$ cat config.mk
export PLATFORM = sky130hd
export DESIGN_NAME = fp_pipe_issue_ctrl_flat
export DESIGN_NICKNAME = d
export VERILOG_FILES = /design/src/rtl/fp_pipe_issue_ctrl_pkg.sv /design/src/rtl/fp_pipe_issue_ctrl_if.sv /design/src/rtl/fp_pipe_issue_ctrl_hazard_cmp.sv /design/src/rtl/fp_pipe_issue_ctrl.sv /design/src/flat_wrapper.sv
export SDC_FILE = /design/constraint.sdc
export NUM_CORES = 1
export LEC_CHECK = 0
export ABC_AREA = 1
export CORE_MARGIN = 4
export CORE_UTILIZATION = 32
export CTS_BUF_LIST = sky130_fd_sc_hd__clkbuf_8
export CTS_CLUSTER_DIAMETER = 100
export DETAILED_ROUTE_END_ITERATION = 6
export PLACE_DENSITY = 0.9
export REMOVE_ABC_BUFFERS = 1
export SYNTH_ARGS = -nofsm -noshare
export SYNTH_HDL_FRONTEND = slang
export SYNTH_SLANG_ARGS = --single-unit
$ cat constraint.sdc
create_clock -name clk -period 1.55 [get_ports clk]
set_clock_uncertainty 0.1 [all_clocks]
set_input_delay 0.3875 -clock clk [delete_from_list [all_inputs] [get_ports clk]]
set_output_delay 0.3875 -clock clk [all_outputs]
set_load 0.02 [all_outputs]
$ cat src/rtl/fp_pipe_issue_ctrl_pkg.sv
// Shared constants and types for the FP add/sub issue controller slice.
// Optional perf counters are enabled with `FP_ISSUE_PERF_CNT_EN.
package fp_pipe_issue_ctrl_pkg;

  localparam int unsigned FP_PIPE_DEPTH = 3;
  localparam int unsigned FP_RD_W       = 5;

  typedef logic [FP_RD_W-1:0] rd_idx_t;

  typedef struct packed {
    logic       valid;
    rd_idx_t    rs1;
    rd_idx_t    rs2;
    logic [1:0] rs_fp;
    rd_idx_t    rd;
  } exe_p_mux_bus_type;

  // One spare bit beyond 0..depth so an overflow is observable.
  function automatic int unsigned cnt_width(input int unsigned depth);
    return $clog2(depth + 1) + 1;
  endfunction

endpackage

$ cat src/rtl/fp_pipe_issue_ctrl_if.sv
// Issue / writeback / unit-control bundle of the FP add/sub issue controller.
interface fp_pipe_issue_ctrl_if #(
  parameter int unsigned DEPTH = 3,
  parameter int unsigned RD_W  = 5,
  parameter int unsigned CNT_W = 32
);
  logic                        issue_valid;
  logic                        issue_ready;
  logic [RD_W-1:0]             issue_rs1;
  logic [RD_W-1:0]             issue_rs2;
  logic [1:0]                  issue_rs_fp;
  logic                        flush;
  logic                        drain_req;
  logic                        drained;
  logic                        wb_ready;
  logic                        wb_valid;
  logic                        unit_en;
  logic [DEPTH-1:0]            unit_clear;
  logic                        unit_p_start;
  logic                        p_result;
  logic [DEPTH-1:0][RD_W-1:0]  uu_rd;
  logic [DEPTH-1:0]            uu_reg_write;
  logic [DEPTH-1:0]            uu_FP_reg_write;
  logic                        busy;
  logic                        proto_err;
  logic [CNT_W-1:0]            stall_haz_cnt;
  logic [CNT_W-1:0]            stall_wb_cnt;

  modport slave (
    input  issue_valid, issue_rs1, issue_rs2, issue_rs_fp, flush, drain_req,
           wb_ready, p_result, uu_rd, uu_reg_write, uu_FP_reg_write,
    output issue_ready, drained, wb_valid, unit_en, unit_clear, unit_p_start,
           busy, proto_err, stall_haz_cnt, stall_wb_cnt
  );

  modport master (
    output issue_valid, issue_rs1, issue_rs2, issue_rs_fp, flush, drain_req,
           wb_ready, p_result, uu_rd, uu_reg_write, uu_FP_reg_write,
    input  issue_ready, drained, wb_valid, unit_en, unit_clear, unit_p_start,
           busy, proto_err, stall_haz_cnt, stall_wb_cnt
  );
endinterface

$ cat src/rtl/fp_pipe_issue_ctrl_hazard_cmp.sv
// Combinational RAW check of one source operand against every unit stage.
module fp_hazard_cmp #(
  parameter int unsigned DEPTH = 3,
  parameter int unsigned RD_W  = 5
) (
  input  logic [RD_W-1:0]            rs,
  input  logic                       rs_fp,
  input  logic [DEPTH-1:0][RD_W-1:0] uu_rd,
  input  logic [DEPTH-1:0]           uu_reg_write,
  input  logic [DEPTH-1:0]           uu_FP_reg_write,
  output logic                       hit
);

  // x0 is hard-wired in the int file, so it never creates a dependency.
  always_comb begin
    hit = 1'b0;
    for (int unsigned i = 0; i < DEPTH; i++) begin
      if (rs == uu_rd[i] &&
          (rs_fp ? uu_FP_reg_write[i] : (uu_reg_write[i] && rs != '0)))
        hit = 1'b1;
    end
  end

endmodule

$ cat src/rtl/fp_pipe_issue_ctrl.sv
// Issue-side controller for the 3-stage pipelined FP add/sub unit.
// `FP_ISSUE_PERF_CNT_EN adds saturating stall counters.
module fp_pipe_issue_ctrl
  import fp_pipe_issue_ctrl_pkg::*;
#(
  parameter int unsigned DEPTH = FP_PIPE_DEPTH,
  parameter int unsigned RD_W  = FP_RD_W,
  parameter int unsigned CNT_W = 32
) (
  input  logic            clk,
  input  logic            rst,
  fp_pipe_issue_ctrl_if.slave pif
);

  localparam int unsigned CW = cnt_width(DEPTH);

  logic [CW-1:0]    count;
  logic [CW-1:0]    count_nxt;
  logic             hit_rs1;
  logic             hit_rs2;
  logic             hazard;
  logic             unit_en;
  logic             issue_ready;
  logic             p_start;
  logic             wb_fire;
  logic             proto_err_q;
  logic [CNT_W-1:0] haz_cnt;
  logic [CNT_W-1:0] wb_cnt;

  fp_hazard_cmp #(.DEPTH(DEPTH), .RD_W(RD_W)) u_haz_rs1 (
    .rs              (pif.issue_rs1),
    .rs_fp           (pif.issue_rs_fp[0]),
    .uu_rd           (pif.uu_rd),
    .uu_reg_write    (pif.uu_reg_write),
    .uu_FP_reg_write (pif.uu_FP_reg_write),
    .hit             (hit_rs1)
  );

  fp_hazard_cmp #(.DEPTH(DEPTH), .RD_W(RD_W)) u_haz_rs2 (
    .rs              (pif.issue_rs2),
    .rs_fp           (pif.issue_rs_fp[1]),
    .uu_rd           (pif.uu_rd),
    .uu_reg_write    (pif.uu_reg_write),
    .uu_FP_reg_write (pif.uu_FP_reg_write),
    .hit             (hit_rs2)
  );

  // The whole unit freezes while its finished result is not taken.
  always_comb begin
    hazard      = hit_rs1 | hit_rs2;
    unit_en     = ~(pif.p_result & ~pif.wb_ready);
    issue_ready = unit_en & ~hazard & ~pif.flush & ~pif.drain_req;
    p_start     = pif.issue_valid & issue_ready;
    wb_fire     = pif.p_result & pif.wb_ready;
  end

  always_comb begin
    count_nxt = count;
    if (pif.flush)
      count_nxt = '0;
    else if (p_start && !wb_fire)
      count_nxt = count + 1'b1;
    else if (!p_start && wb_fire && count != '0)
      count_nxt = count - 1'b1;
  end

  always_ff @(posedge clk or negedge rst) begin
    if (!rst)
      count <= '0;
    else
      count <= count_nxt;
  end

  always_ff @(posedge clk or negedge rst) begin
    if (!rst)
      proto_err_q <= 1'b0;
    else if (pif.p_result && count == '0 && !pif.flush)
      proto_err_q <= 1'b1;
  end

`ifdef FP_ISSUE_PERF_CNT_EN
  always_ff @(posedge clk or negedge rst) begin
    if (!rst) begin
      haz_cnt <= '0;
      wb_cnt  <= '0;
    end else begin
      if (pif.issue_valid && hazard && unit_en && haz_cnt != '1)
        haz_cnt <= haz_cnt + 1'b1;
      if (!unit_en && wb_cnt != '1)
        wb_cnt <= wb_cnt + 1'b1;
    end
  end
`else
  always_comb begin
    haz_cnt = '0;
    wb_cnt  = '0;
  end
`endif

  always_comb begin
    pif.issue_ready   = issue_ready;
    pif.unit_p_start  = p_start;
    pif.unit_en       = unit_en;
    pif.unit_clear    = {DEPTH{pif.flush}};
    pif.wb_valid      = pif.p_result;
    pif.busy          = (count != '0);
    pif.drained       = pif.drain_req & (count == '0);
    pif.proto_err     = proto_err_q;
    pif.stall_haz_cnt = haz_cnt;
    pif.stall_wb_cnt  = wb_cnt;
  end

  a_count_range: assert property (@(posedge clk) disable iff (!rst)
    count <= CW'(DEPTH));

endmodule

$ cat src/flat_wrapper.sv
// flat-port wrapper written by rule: the top's interface ports become plain ports
module fp_pipe_issue_ctrl_flat import fp_pipe_issue_ctrl_pkg::*;
#(
  parameter int unsigned DEPTH = FP_PIPE_DEPTH,
  parameter int unsigned RD_W  = FP_RD_W,
  parameter int unsigned CNT_W = 32
)
  (clk, rst, pif_issue_valid, pif_issue_rs1, pif_issue_rs2, pif_issue_rs_fp, pif_flush, pif_drain_req, pif_wb_ready, pif_p_result, pif_uu_rd, pif_uu_reg_write, pif_uu_FP_reg_write, pif_issue_ready, pif_drained, pif_wb_valid, pif_unit_en, pif_unit_clear, pif_unit_p_start, pif_busy, pif_proto_err, pif_stall_haz_cnt, pif_stall_wb_cnt);
  fp_pipe_issue_ctrl_if #(.DEPTH(DEPTH), .RD_W(RD_W), .CNT_W(CNT_W)) pif_i ();
  input  logic clk;
  input  logic rst;
  input wire logic [$bits(pif_i.issue_valid)-1:0] pif_issue_valid;
  input wire logic [$bits(pif_i.issue_rs1)-1:0] pif_issue_rs1;
  input wire logic [$bits(pif_i.issue_rs2)-1:0] pif_issue_rs2;
  input wire logic [$bits(pif_i.issue_rs_fp)-1:0] pif_issue_rs_fp;
  input wire logic [$bits(pif_i.flush)-1:0] pif_flush;
  input wire logic [$bits(pif_i.drain_req)-1:0] pif_drain_req;
  input wire logic [$bits(pif_i.wb_ready)-1:0] pif_wb_ready;
  input wire logic [$bits(pif_i.p_result)-1:0] pif_p_result;
  input wire logic [$bits(pif_i.uu_rd)-1:0] pif_uu_rd;
  input wire logic [$bits(pif_i.uu_reg_write)-1:0] pif_uu_reg_write;
  input wire logic [$bits(pif_i.uu_FP_reg_write)-1:0] pif_uu_FP_reg_write;
  output wire logic [$bits(pif_i.issue_ready)-1:0] pif_issue_ready;
  output wire logic [$bits(pif_i.drained)-1:0] pif_drained;
  output wire logic [$bits(pif_i.wb_valid)-1:0] pif_wb_valid;
  output wire logic [$bits(pif_i.unit_en)-1:0] pif_unit_en;
  output wire logic [$bits(pif_i.unit_clear)-1:0] pif_unit_clear;
  output wire logic [$bits(pif_i.unit_p_start)-1:0] pif_unit_p_start;
  output wire logic [$bits(pif_i.busy)-1:0] pif_busy;
  output wire logic [$bits(pif_i.proto_err)-1:0] pif_proto_err;
  output wire logic [$bits(pif_i.stall_haz_cnt)-1:0] pif_stall_haz_cnt;
  output wire logic [$bits(pif_i.stall_wb_cnt)-1:0] pif_stall_wb_cnt;
  assign pif_i.issue_valid = pif_issue_valid;
  assign pif_i.issue_rs1 = pif_issue_rs1;
  assign pif_i.issue_rs2 = pif_issue_rs2;
  assign pif_i.issue_rs_fp = pif_issue_rs_fp;
  assign pif_i.flush = pif_flush;
  assign pif_i.drain_req = pif_drain_req;
  assign pif_i.wb_ready = pif_wb_ready;
  assign pif_i.p_result = pif_p_result;
  assign pif_i.uu_rd = pif_uu_rd;
  assign pif_i.uu_reg_write = pif_uu_reg_write;
  assign pif_i.uu_FP_reg_write = pif_uu_FP_reg_write;
  assign pif_issue_ready = pif_i.issue_ready;
  assign pif_drained = pif_i.drained;
  assign pif_wb_valid = pif_i.wb_valid;
  assign pif_unit_en = pif_i.unit_en;
  assign pif_unit_clear = pif_i.unit_clear;
  assign pif_unit_p_start = pif_i.unit_p_start;
  assign pif_busy = pif_i.busy;
  assign pif_proto_err = pif_i.proto_err;
  assign pif_stall_haz_cnt = pif_i.stall_haz_cnt;
  assign pif_stall_wb_cnt = pif_i.stall_wb_cnt;
  fp_pipe_issue_ctrl #(.DEPTH(DEPTH), .RD_W(RD_W), .CNT_W(CNT_W)) u_core (.clk(clk), .rst(rst), .pif(pif_i));
endmodule
==> After elaboration in Yosys (flattened, before gate mapping) <==
Index checks and enable logic that the tools add are counted.
W data, S select, Z words.
{ "totals": {"regBits": 4, "latchBits": 0, "mem_bits_rw": 0, "mem_bits_ro": 0, "in_bits": 40, "out_inout_bits": 74, "wordCells": 63, "n_memories": 0} }
{ "classes": {"addsub": 2, "multipliers": 0, "div": 0, "magnitude_cmp": 0, "n_eq_ne": 6, "n_shift": 0, "muxes": 15, "bitwise": 13, "n_reduce_logical": 25} }
{ "op_table": {"columns": ["cell", "n"], "rows": [
  ["$eq A5 B5 Y1", 6],
  ["$logic_and A1 B1 Y1", 17],
  ["$mux W1", 12],
  ["$reduce_bool A5 Y1", 2],
  ["$mux W3", 3],
  ["$and A1 B1 Y1", 7],
  ["$reduce_bool A3 Y1", 2],
  ["$not A1 Y1", 5],
  ["$add A3 B1 Y3 const B", 1],
  ["$logic_not A1 Y1", 3],
  ["$logic_not A3 Y1", 1],
  ["$sub A3 B1 Y3 const B", 1],
  ["$or A1 B1 Y1", 1]
]} }

==> Logic depth before layout (Yosys ltp) <==
Gate-level depths: netlist (run 1).
{ "depth": {"ltp_word": 19, "mapped_depth": 17, "ltp_nobuf": 17} }

==> By module <==
Synthesis (run 1) repeated with hierarchy kept, for this count alone.
{ "hier_totals": {"hier_cells": 223, "area_unflattened_um2": 1391.3} }
{ "by_module_without_submodules": {"columns": ["module", "instances", "cells_each", "area_per_inst_um2"], "rows": [
  ["fp_pipe_issue_ctrl", 1, 113, 833.3],
  ["fp_hazard_cmp", 2, 55, 279.0]
]} }

==> Worst setup path after synthesis (run 1) <==
OpenSTA, ideal clock, no wires.
{ "synth_timing": {"kind": "input-to-reg", "start": "in pif_issue_rs1[1]", "end": "reg u_core.count[2]", "t_arrival_ns": 1.835, "required_time_ns": 1.333, "slack_ns": -0.502, "cell_stages": 14, "cell_sequence": "or2_0 > a21oi_1 > nand3_1 > nand2_2 > nor2_4 > nand3_4 > nor2_4 > fa_1 > xnor2_1 > inv_1 > nand2_1 > nand2_1 > nand2_1 > nand2_1"} }
{ "synth_between": {"elab_chain_cells": 17, "word_cells_on_any_way": 29, "classes_between": "eq/ne: 3; mux: 8; bitwise: 6; reduce/logical: 12"} }
{ "synth_rtl": {"columns": ["element", "line_no", "source"], "rows": [
  ["start: declaration", "flat_wrapper.sv:13", "input wire logic [$bits(pif_i.issue_rs1)-1:0] pif_issue_rs1;"],
  ["$reduce_bool A5 Y1", "fp_pipe_issue_ctrl_hazard_cmp.sv:19", "(rs_fp ? uu_FP_reg_write[i] : (uu_reg_write[i] && rs != '0)))"],
  ["$logic_and A1 B1 Y1", "fp_pipe_issue_ctrl_hazard_cmp.sv:19", null],
  ["$mux W1", "fp_pipe_issue_ctrl_hazard_cmp.sv:19", null],
  ["$logic_and A1 B1 Y1", "fp_pipe_issue_ctrl_hazard_cmp.sv:18", "if (rs == uu_rd[i] &&"],
  ["$mux W1 (2 in series)", "fp_pipe_issue_ctrl_hazard_cmp.sv:18", null],
  ["$mux W1 (*)", "fp_pipe_issue_ctrl_hazard_cmp.sv:18", null],
  ["$or A1 B1 Y1 (*)", "fp_pipe_issue_ctrl.sv:50", "hazard = hit_rs1 | hit_rs2;"],
  ["$not A1 Y1 (*)", "fp_pipe_issue_ctrl.sv:52", "issue_ready = unit_en & ~hazard & ~pif.flush & ~pif.drain_req;"],
  ["$and A1 B1 Y1 (*) (3 in series)", "fp_pipe_issue_ctrl.sv:52", null],
  ["$and A1 B1 Y1 (*)", "fp_pipe_issue_ctrl.sv:53", "p_start = pif.issue_valid & issue_ready;"],
  ["$logic_not A1 Y1", "fp_pipe_issue_ctrl.sv:63", "else if (!p_start && wb_fire && count != '0)"],
  ["$logic_and A1 B1 Y1 (2 in series)", "fp_pipe_issue_ctrl.sv:63", null],
  ["$reduce_bool A3 Y1 (no source line)", null, null],
  ["end signal: assignment", "fp_pipe_issue_ctrl.sv:71", "count <= count_nxt;"],
  ["end: declaration", "fp_pipe_issue_ctrl.sv:17", "logic [CW-1:0] count;"]
]} }
Mark *: on every way between the ends. The rest lies on a longest branch, timed or not.
A chain may end at the register's enable or synchronous reset.

==> Worst setup path in the final report (run 1) <==
{ "layout_timing": {"start": "in pif_issue_rs1[2]", "end": "reg u_core.count[2]"} }
The elaborated chain is that of the path after synthesis.

==> flow_summary.yaml, run 1 <==
outcome:
  status: "finished, violations left"
  violations: "setup timing"
placement:
  gp_congestion: 0.871
  port_buffers: 49
  postPlaceCellArea_um2: 1850
  hpwlAfterDp_um: 3170
sta:
  fmax_mhz: 494
  rsz0062_at_grt: "yes"
  hold_violations: 0
  fin_crit_sh_pct: 131
  fin_setup_tns_ns: -2.00
  finalCriticalPeriod_ns: 2.03
  drv_slew: 0
  hold_slack_ns: 0.270
  fin_ws_ns: -0.476
  finalSetupViolCount: 6
floorplan:
  coreArea_um2: 4410
  num_rows: 24
  die_area_um2: 5780
  die_width_um: 76.0
  initial_core_util_pct: 33.6
  die_h_um: 76.0
  ios: 114
yosys:
  synth_most_common_cell: "buf_4"
  async_flop_share_pct: 100
  synthTopCellsByCount: "68 x buf_4, 67 x nand2_1, 32 x inv_1"
  synth_enable_flop_cells: 0
  synth_cell_type_count: 26
  ys_top_cells_by_area: "buf_4 34%, nand2_1 17%, inv_1 8.1%, dfrtp_1 6.8%, xor2_1 5.9%"
  yosys.area.top_type: "buf_4"
  synth_warnings: 0
  syn_area_um2: 1480
  ys_seq_area_share_pct: 6.76
  synth_top_area_share_pct: 34.5
  syn_inst: 247
  synth-seq-cells: 4
  syn-mean-instance-area_um2: 6.00
  ys.flop_type: "dfrtp_1"
global_routing:
  grt_pass1_wl_um: 5660
  grt_max_degree: 7
  grt_overflow: 0
  antenna_found_initial: 0
  grt_use_total_pct: 11.2
  grt_pass1_vias: 1306
cts:
  cts_htree_levels: 1
  cts_hold_buf: 0
  cts-root-buf: "clkbuf_8"
  tritoncts: "yes"
  cts_buffers: 3
  clk_path_buf_depth: 2
  cts.clk_slew.worst_paths_ns: 0.03
  clk_latency_ns: 0.21
  clock_sink_count: 4
finish:
  diodes: 0
  fillers: 485
  seq_area_um2: 100
  final_area_um2: 1950
  multi_input_area_um2: 1100
  area_growth_syn_to_layout_pct: 31.5
  fin_nets: 352
  postLayoutCoreUtil_pct: 44.1
  layout-drive-gt1-share_pct: 32.7
setup_path:
  path_class: "primary input to flop"
  arrival_ns: 2.02
  crit_top_cell: "nand2_1"
  critPathMaxStageDelay_ns: 0.34
  worst_setup_path_end_kind: "flop"
  cp_cell_sequence: "buf_4, inv_2, nor2_1, nor3_2, nand3_2, nand2_2, nor2_4, nand3_4, nor2_4, fa_2, xnor2_2, inv_1, nand2_1, nand2_1, nand2_1, nand2_1"
  rr_worst_depth: 9
  crit_slowest_cell: "fa_2"
  crit_path_max_fanout: 4
  cp_top_family: "simple AND/OR/NAND/NOR gates"
  start_kind: "primary input"
  crit_required_ns: 1.55
  crit_cells: 16
  cp.buffers_inverters: 3
pwr:
  peakVddDrop_mv: 0.485
  power_leakage_nw: 1.15
  power_mw: 1.08
  p_per_area_nw_per_um2: 555
detailed_routing:
  num_vias: 1469
  ant_nets: 0
  drc: 0
  drt_iter0_drc: 70
  totalWireLength_um: 3690
  wl_per_cell_um: 10.2
  via_per_inst: 4.07
  first_pass_iters: 4
flow_run:
  maxCapViolCount: 0
min_path:
  hp-class: "primary input to async pin"
-- per-stage QoR --
| step | worst slack (ns) | std cells |
|---|---|---|
| 6_report | -0.476 | 361 |
| 5_1_grt | -0.595 | 361 |
| 4_1_cts | -0.539 | 361 |
| 3_5_place_dp | -1.34 | 354 |
| 3_3_place_gp | -1.31 | 354 |
| 2_1_floorplan | -0.502 | 242 |
-- cell usage in the layout, fill, tap and decap left out --
cell type        instances
a21oi_2                  1
nand3_4                  1
nand4_1                  2
nand2_2                  6
a21oi_1                  2
nand3_1                  5
xnor2_2                  3
buf_8                    2
inv_2                    7
fa_2                     1
buf_4                   15
o21ai_1                  2
inv_4                    1
dlygate4sd2_1            9
nand3_2                  9
conb_1                  64
buf_6                   12
nand4_4                  1
or2_0                    1
clkbuf_2                 7
dfrtp_1                  4
clkbuf_8                 3
xnor2_1                  2
clkdlybuf4s50_1          2
buf_2                   15
nor2_1                  14
nor2_4                   7
inv_1                   26
nand2_1                 63
nor3_2                   3
xor2_1                  10
nand2_4                  1
clkdlybuf4s15_1          2
nor2_2                   5
a31o_2                   1
-- final cells by class --
| class | instances | share of cell area [%] |
|---|---|---|
| Timing Repair Buffer | 64 | 26.0 |
| Sequential cell | 4 | 5.14 |
| Inverter | 34 | 6.68 |
| Clock buffer | 3 | 2.12 |
| Tap cell | 52 | 3.34 |
| Multi-Input combinational cell | 204 | 56.7 |
-- cells by family after synthesis --
group                      after synthesis  share of synthesized area [%]
xor gates and xnor gates                15                           8.87
DFF                                      4                           6.76
and+or+nand+nor                        118                           37.2
other                                    1                          0.253
buffers and inverters                  102                           43.1
AOI/OAI and AO/OA                        6                           2.53
adders and majority gates                1                           1.35
-- registers in the layout (all words and copies together) (netlist names) --
name / count
u_core.count: 3
u_core.pif.proto_err: 1
-- routing by layer --
metal  global-route usage [%]  share of wire, %  vias up
met5                        0                 0        -
met4                     2.85              0.79        0
met3                     1.06               9.2        4
met2                     21.8                54       82
met1                     12.8                35      650
li1                         -                 -      733
-- where the power goes --
group,switching (mW),total (mW),internal [mW]
clock network,0.0497,0.215,0.165
logic,0.450,0.734,0.284
registers,0.0107,0.132,0.121
-- what timing repair did --
action	4_1_cts	5_1_grt
buffers inserted	4	0
pin swaps	45	27
setup endpoints to repair	13	11
endpoints found under the hold margin	0	0
gates resized for setup	168	54
-- worst paths after layout --
path | startpoint | to | slack (ns)
max in group asynchronous | rst | u_core.count[2]$_DFFE_PN0P_ | 0.92
worst min-delay path | rst | u_core.pif.proto_err$_DFFE_PN0P_ | 0.27
worst max register to register | u_core.count[0]$_DFFE_PN0P_ | u_core.count[2]$_DFFE_PN0P_ | 0
worst max-delay path | pif_issue_rs1[2] | u_core.count[2]$_DFFE_PN0P_ | -0.48
worst min register to register | u_core.pif.proto_err$_DFFE_PN0P_ | u_core.pif.proto_err$_DFFE_PN0P_ | 0.35
min in group clk | u_core.pif.proto_err$_DFFE_PN0P_ | u_core.pif.proto_err$_DFFE_PN0P_ | 0.35
(Power assumes the default switching activity.)
==> run 2, diff against run 1 <==
- ABC_AREA: 1 -> not set
- CORE_UTILIZATION: 32 -> 30
- PLACE_DENSITY: 0.9 -> 0.89
==> run 2 against run 1 <==
The run still ends with setup timing left. Clock-buffer cell count unchanged. Core utilization up 7.9 points. Area after synthesis down 7.4%. Sequential share of layout area down 0.75 points. Combinational power about the same. Critical path type unchanged. Cell count down 8.9%. Critical path depth down 5. Die area down 1.1%. Sequential cell count unchanged. Fmax down 30%.
==> flow_summary.yaml, run 2 <==
outcome:
  status: "finished, violations left"
  violations: "setup timing"
yosys:
  synth_warnings: 0
  ys_seq_area_share_pct: 7.30
  syn_inst: 177
  synth-seq-cells: 4
  syn_area_um2: 1370
  ys.flop_type: "dfrtp_1"
  syn-mean-instance-area_um2: 7.75
  synth_cell_type_count: 44
  synth_enable_flop_cells: 0
  synth_top_area_share_pct: 37.2
  synthTopCellsByCount: "68 x buf_4, 17 x xnor2_1, 13 x xor2_1"
  synth_most_common_cell: "buf_4"
  async_flop_share_pct: 100
  yosys.area.top_type: "buf_4"
  ys_top_cells_by_area: "buf_4 37%, xnor2_1 11%, xor2_1 8.3%, dfrtp_1 7.3%, nand2_1 2.2%"
finish:
  postLayoutCoreUtil_pct: 52.0
  layout_commonest_cell: "conb_1"
  diodes: 0
  fillers: 426
  fin_nets: 320
  area_growth_syn_to_layout_pct: 66.2
  final_cell_mix: "64 x conb_1, 48 x buf_4, 16 x buf_6"
  layout-drive-gt1-share_pct: 42.6
  largest_reg_flops: 3
  top_register: "u_core.count"
sta:
  fin_ws_ns: -1.34
  drv_slew: 0
  hold_violations: 0
  fmax_mhz: 347
  rsz0062_at_grt: "yes"
  finalSetupViolCount: 7
  finalCriticalPeriod_ns: 2.89
  hold_slack_ns: 0.289
  fin_crit_sh_pct: 186
setup_path:
  path_class: "primary input to flop"
  timing.rr.end: "u_core.count[2]$_DFFE_PN0P_"
  crit_required_ns: 1.59
  start_kind: "primary input"
  critPathMaxStageDelay_ns: 0.55
  crit_start: "pif_issue_rs2[4]"
  cp_cell_sequence: "buf_8, or4_4, buf_6, o211ai_4, a2111oi_4, nor3b_4, nand4_4, nor2_4, fa_2, or3_1, a31oi_1"
  arrival_ns: 2.93
  r2r_start: "u_core.count[0]$_DFFE_PN0P_"
  rr_worst_depth: 5
  r2r_setup_slack_ns: -0.35
  crit_path_max_fanout: 3
  crit_slowest_cell: "or4_4"
  critPathCapture: "u_core.count[1]$_DFFE_PN0P_"
  worst_setup_path_end_kind: "flop"
placement:
  hpwlAfterDp_um: 3440
  gp_congestion: 0.980
  port_buffers: 49
floorplan:
  die_h_um: 75.6
  num_rows: 24
  die_width_um: 75.6
  die_area_um2: 5720
  coreArea_um2: 4380
  ios: 114
  initial_core_util_pct: 31.3
detailed_routing:
  drt_iter0_drc: 34
  totalWireLength_um: 4430
  via_per_inst: 4.26
  first_pass_iters: 4
  num_vias: 1401
  drc: 0
  wl_per_cell_um: 13.5
  ant_nets: 0
global_routing:
  use_met3_pct: 2.11
  use_met1_pct: 14.6
  grt_pass1_vias: 1419
  grt_overflow: 0
  busiest_layer: "met2"
  met2_usage_pct: 31.4
  grt_use_total_pct: 14.6
  antenna_found_initial: 0
  grt_pass1_wl_um: 6370
  grt_max_degree: 10
cts:
  cts_htree_levels: 1
  clk_path_buf_depth: 2
  clock_sink_count: 4
  tritoncts: "yes"
  clk_latency_ns: 0.22
  cts_hold_buf: 0
  cts_buffers: 3
  cts-root-buf: "clkbuf_8"
  cts.clk_slew.worst_paths_ns: 0.03
min_path:
  hp-class: "primary input to async pin"
pwr:
  peakVddDrop_mv: 0.181
  power_mw: 1.07
  p_per_area_nw_per_um2: 471
  power_leakage_nw: 1.07
flow_run:
  maxCapViolCount: 0
==> run 2: report_power, final <==
part	switching, mW	internal [mW]	total [mW]	leakage [nW]
Clock	0.0571	0.166	0.223	0.0216
Sequential	0.00513	0.111	0.116	0.0501
Combinational	0.404	0.333	0.736	1.00
==> run 2: logic make-up (layout without fill, tap and decap cells) <==
group	count (synthesis)	in the layout	synth area share (%)
other cells	1	64	0.273
buf+inv	76	113	39.5
xor+xnor	30	30	19.2
compound gates	20	20	11.7
simple gates	45	45	20.6
flops	4	4	7.30
fa+ha+maj	1	1	1.46
==> run 2: layout make-up <==
class / instances / area, um^2 / share of cell area [%]
Multi-Input combinational cell: 160 / 1170 / 51.5
Timing Repair Buffer: 103 / 873 / 38.3
Clock buffer: 3 / 41.3 / 1.81
Tap cell: 52 / 65.1 / 2.85
Inverter: 7 / 26.3 / 1.15
Sequential cell: 4 / 100 / 4.39
==> run 2: metal layers <==
layer | part of all wire [%] | routed length [um] | up-vias
met4 | 0.47 | 21 | 0
met1 | 33 | 1440 | 647
met2 | 58 | 2570 | 83
met3 | 8.8 | 391 | 2
li1 | - | - | 669
met5 | 0 | 0 | -
==> run 2: repair_timing <==
item                                   4_1_cts  5_1_grt
setup endpoints to repair                   13        8
gates resized for setup                    161       21
endpoints found under the hold margin        0        0
pin swaps                                   34       16
buffers inserted                            14        4
==> run 2: worst max-delay path, delay by kind of cell <==
family	cells	cell delay [ns]
adders and majority gates	1	0.45
buffers and inverters	2	0.25
and+or+nand+nor	5	1.41
AOI/OAI and AO/OA	3	0.43
==> run 2: worst min path at each step <==
stage	from	to	slack [ns]	cells past startpoint
detailed placement	u_core.pif.proto_err$_DFFE_PN0P_	u_core.pif.proto_err$_DFFE_PN0P_	0.36	1
global route	rst	u_core.pif.proto_err$_DFFE_PN0P_	0.30	1
CTS	rst	u_core.count[1]$_DFFE_PN0P_	0.29	1
global placement	u_core.pif.proto_err$_DFFE_PN0P_	u_core.pif.proto_err$_DFFE_PN0P_	0.37	1
floorplan	rst	u_core.count[0]$_DFFE_PN0P_	-0.008	0
finish	rst	u_core.count[0]$_DFFE_PN0P_	0.29	1
==> run 2: per-stage QoR <==
stage	setup TNS, ns	area [um^2]	std cells	worst slack [ns]
after CTS	-6.11	2180	326	-1.30
after global routing	-6.92	2280	329	-1.42
after floorplan	-4.99	1090	171	-1.50
final	-6.43	2280	329	-1.34
after global placement	-12.62	1930	310	-1.99
after detailed placement	-13.25	1930	310	-2.14
==> run 3, diff against run 2 <==
--- a/constraint.sdc
+++ b/constraint.sdc
@@ -4,2 +4,2 @@
 set_output_delay 0.3875 -clock clk [all_outputs]
-set_load 0.02 [all_outputs]
+set_load 0.05 [all_outputs]
==> run 3 against run 2 <==
The run still ends with setup timing left. Critical path depth is 1 lower. Fmax is 0.34% higher. Power is 17% higher. Non-clock buffer count is 11 lower. Sequential share of layout area is 0.086 points higher. Design area is 1.9% lower. First-iteration DRC count is 12% higher. Clock-buffer cell count stayed put. Sequential power hardly changed. Die area stayed put. Routed wire length is 7.0% lower. Critical path type unchanged. Largest power group unchanged.
==> flow_summary.yaml, run 3 (synthesized netlist as in run 2, its figures left out) <==
sta:
  fmax_mhz: 348
  fin_crit_sh_pct: 185
  fin_ws_ns: -1.33
  finalCriticalPeriod_ns: 2.88
  hold_violations: 0
  drv_slew: 0
  finalSetupViolCount: 7
  rsz0062_at_grt: "yes"
detailed_routing:
  via_per_inst: 4.27
  num_vias: 1358
  totalWireLength_um: 4120
  first_pass_iters: 4
  ant_nets: 0
  drc: 0
  drt_iter0_drc: 38
  wl_per_cell_um: 13.0
pwr:
  comb_power_share_pct: 73.9
  p_switching_mw: 0.677
  power_leakage_nw: 1.05
  p_clk_share_pct: 16.9
  peakVddDrop_mv: 0.227
  p_per_area_nw_per_um2: 564
  swShare_pct: 53.7
  p_seq_share_pct: 9.1
  p_int_mw: 0.584
setup_path:
  arrival_ns: 2.90
  crit_slowest_cell: "or4_4"
  start_kind: "primary input"
  cp_cell_sequence: "buf_6, or4_4, o211ai_1, a2111oi_4, nor3b_4, nand4_4, nor2_4, fa_2, or3_1, a31oi_1"
  crit_path_max_fanout: 3
  crit_required_ns: 1.57
  path_class: "primary input to flop"
  rr_worst_depth: 5
  r2r_start: "u_core.count[1]$_DFFE_PN0P_"
  critPathMaxStageDelay_ns: 0.56
  crit_start: "pif_issue_rs2[3]"
  worst_setup_path_end_kind: "flop"
cts:
  cts_buffers: 3
  cts_htree_levels: 1
  cts_hold_buf: 0
  cts-root-buf: "clkbuf_8"
  cts.clk_slew.worst_paths_ns: 0.03
  clock_sink_count: 4
  clk_latency_ns: 0.21
  clk_path_buf_depth: 2
  tritoncts: "yes"
floorplan:
  num_rows: 24
  die_area_um2: 5720
  coreArea_um2: 4380
  initial_core_util_pct: 31.3
  die_h_um: 75.6
  ios: 114
  die_width_um: 75.6
finish:
  diodes: 0
  fillers: 404
  layout_commonest_cell: "conb_1"
  multi_input_area_um2: 1110
  layout-drive-gt1-share_pct: 36.1
  fin_nets: 309
  fin_cells: 318
  largest_reg_flops: 3
  seq_area_um2: 100
  final_area_um2: 2240
  final_cell_mix: "64 x conb_1, 39 x buf_4, 15 x xnor2_1"
  top_register: "u_core.count"
  area_growth_syn_to_layout_pct: 63.0
  postLayoutCoreUtil_pct: 51.0
outcome:
  status: "finished, violations left"
  violations: "setup timing"
flow_run:
  maxCapViolCount: 0
placement:
  gp_congestion: 0.933
  dp_slack_ns: -2.15
  port_buffers: 49
  hpwlAfterDp_um: 3320
  postPlaceCellArea_um2: 1980
  place_inst: 304
global_routing:
  grt_pass1_wl_um: 6020
  grt_overflow: 0
  grt_max_degree: 10
  grt_use_total_pct: 13.7
  grt_pass1_vias: 1327
  antenna_found_initial: 0
min_path:
  hp-class: "primary input to async pin"
run 3: worst paths after layout:
check,endpoint,slack [ns]
worst max-delay path,u_core.count[1]$_DFFE_PN0P_,-1.33
worst min-delay path,u_core.pif.proto_err$_DFFE_PN0P_,0.28
worst max register to register,u_core.count[2]$_DFFE_PN0P_,-0.18
worst min register to register,u_core.pif.proto_err$_DFFE_PN0P_,0.45
max in group asynchronous,u_core.count[0]$_DFFE_PN0P_,0.91
min in group clk,u_core.pif.proto_err$_DFFE_PN0P_,0.45
run 3: critical path: cells and delay by family:
kind                     cells  cell delay (ns)
AND/OR/NAND/NOR              5             1.40
adder cells (fa/ha/maj)      1             0.44
AO/OA/AOI/OAI                3             0.57
buffers and inverters        1             0.10
run 3: metal layers:
metal	GRT usage [%]	up-vias	part of all wire (%)
met5	0	-	0
li1	-	647	-
met3	2.90	2	9.4
met1	14.6	628	33
met4	1.36	0	0.63
met2	27.9	81	57
run 3: area by class of cell:
class	instances	area share (%)
clock buffer	3	1.85
inverter	7	1.29
timing repair buffer	92	39.8
tap	52	2.91
multi-input combinational	160	49.7
sequential	4	4.48
run 3: through the flow:
stage          hold WS, ns  TNS, ns  power (mW)
3_3_place_gp         0.425    -9.28       0.969
3_5_place_dp         0.452    -9.77       0.982
4_1_cts              0.276    -6.77        1.24
2_1_floorplan     -0.00809    -5.42       0.647
5_1_grt              0.291    -7.30        1.33
6_report             0.278    -6.72        1.26
run 3: power groups by stage:
stage	clock network, mW	logic (mW)	registers (mW)
floorplan	0	0.533	0.114
global placement	0	0.854	0.115
detailed placement	0	0.866	0.116
CTS	0.223	0.906	0.115
global route	0.227	0.983	0.116
finish	0.214	0.933	0.115
run 3: repair_timing:
action | CTS | global route
buffers inserted | 8 | 4
resized for setup | 84 | 27
pin swaps | 25 | 7
setup endpoints to repair | 12 | 8
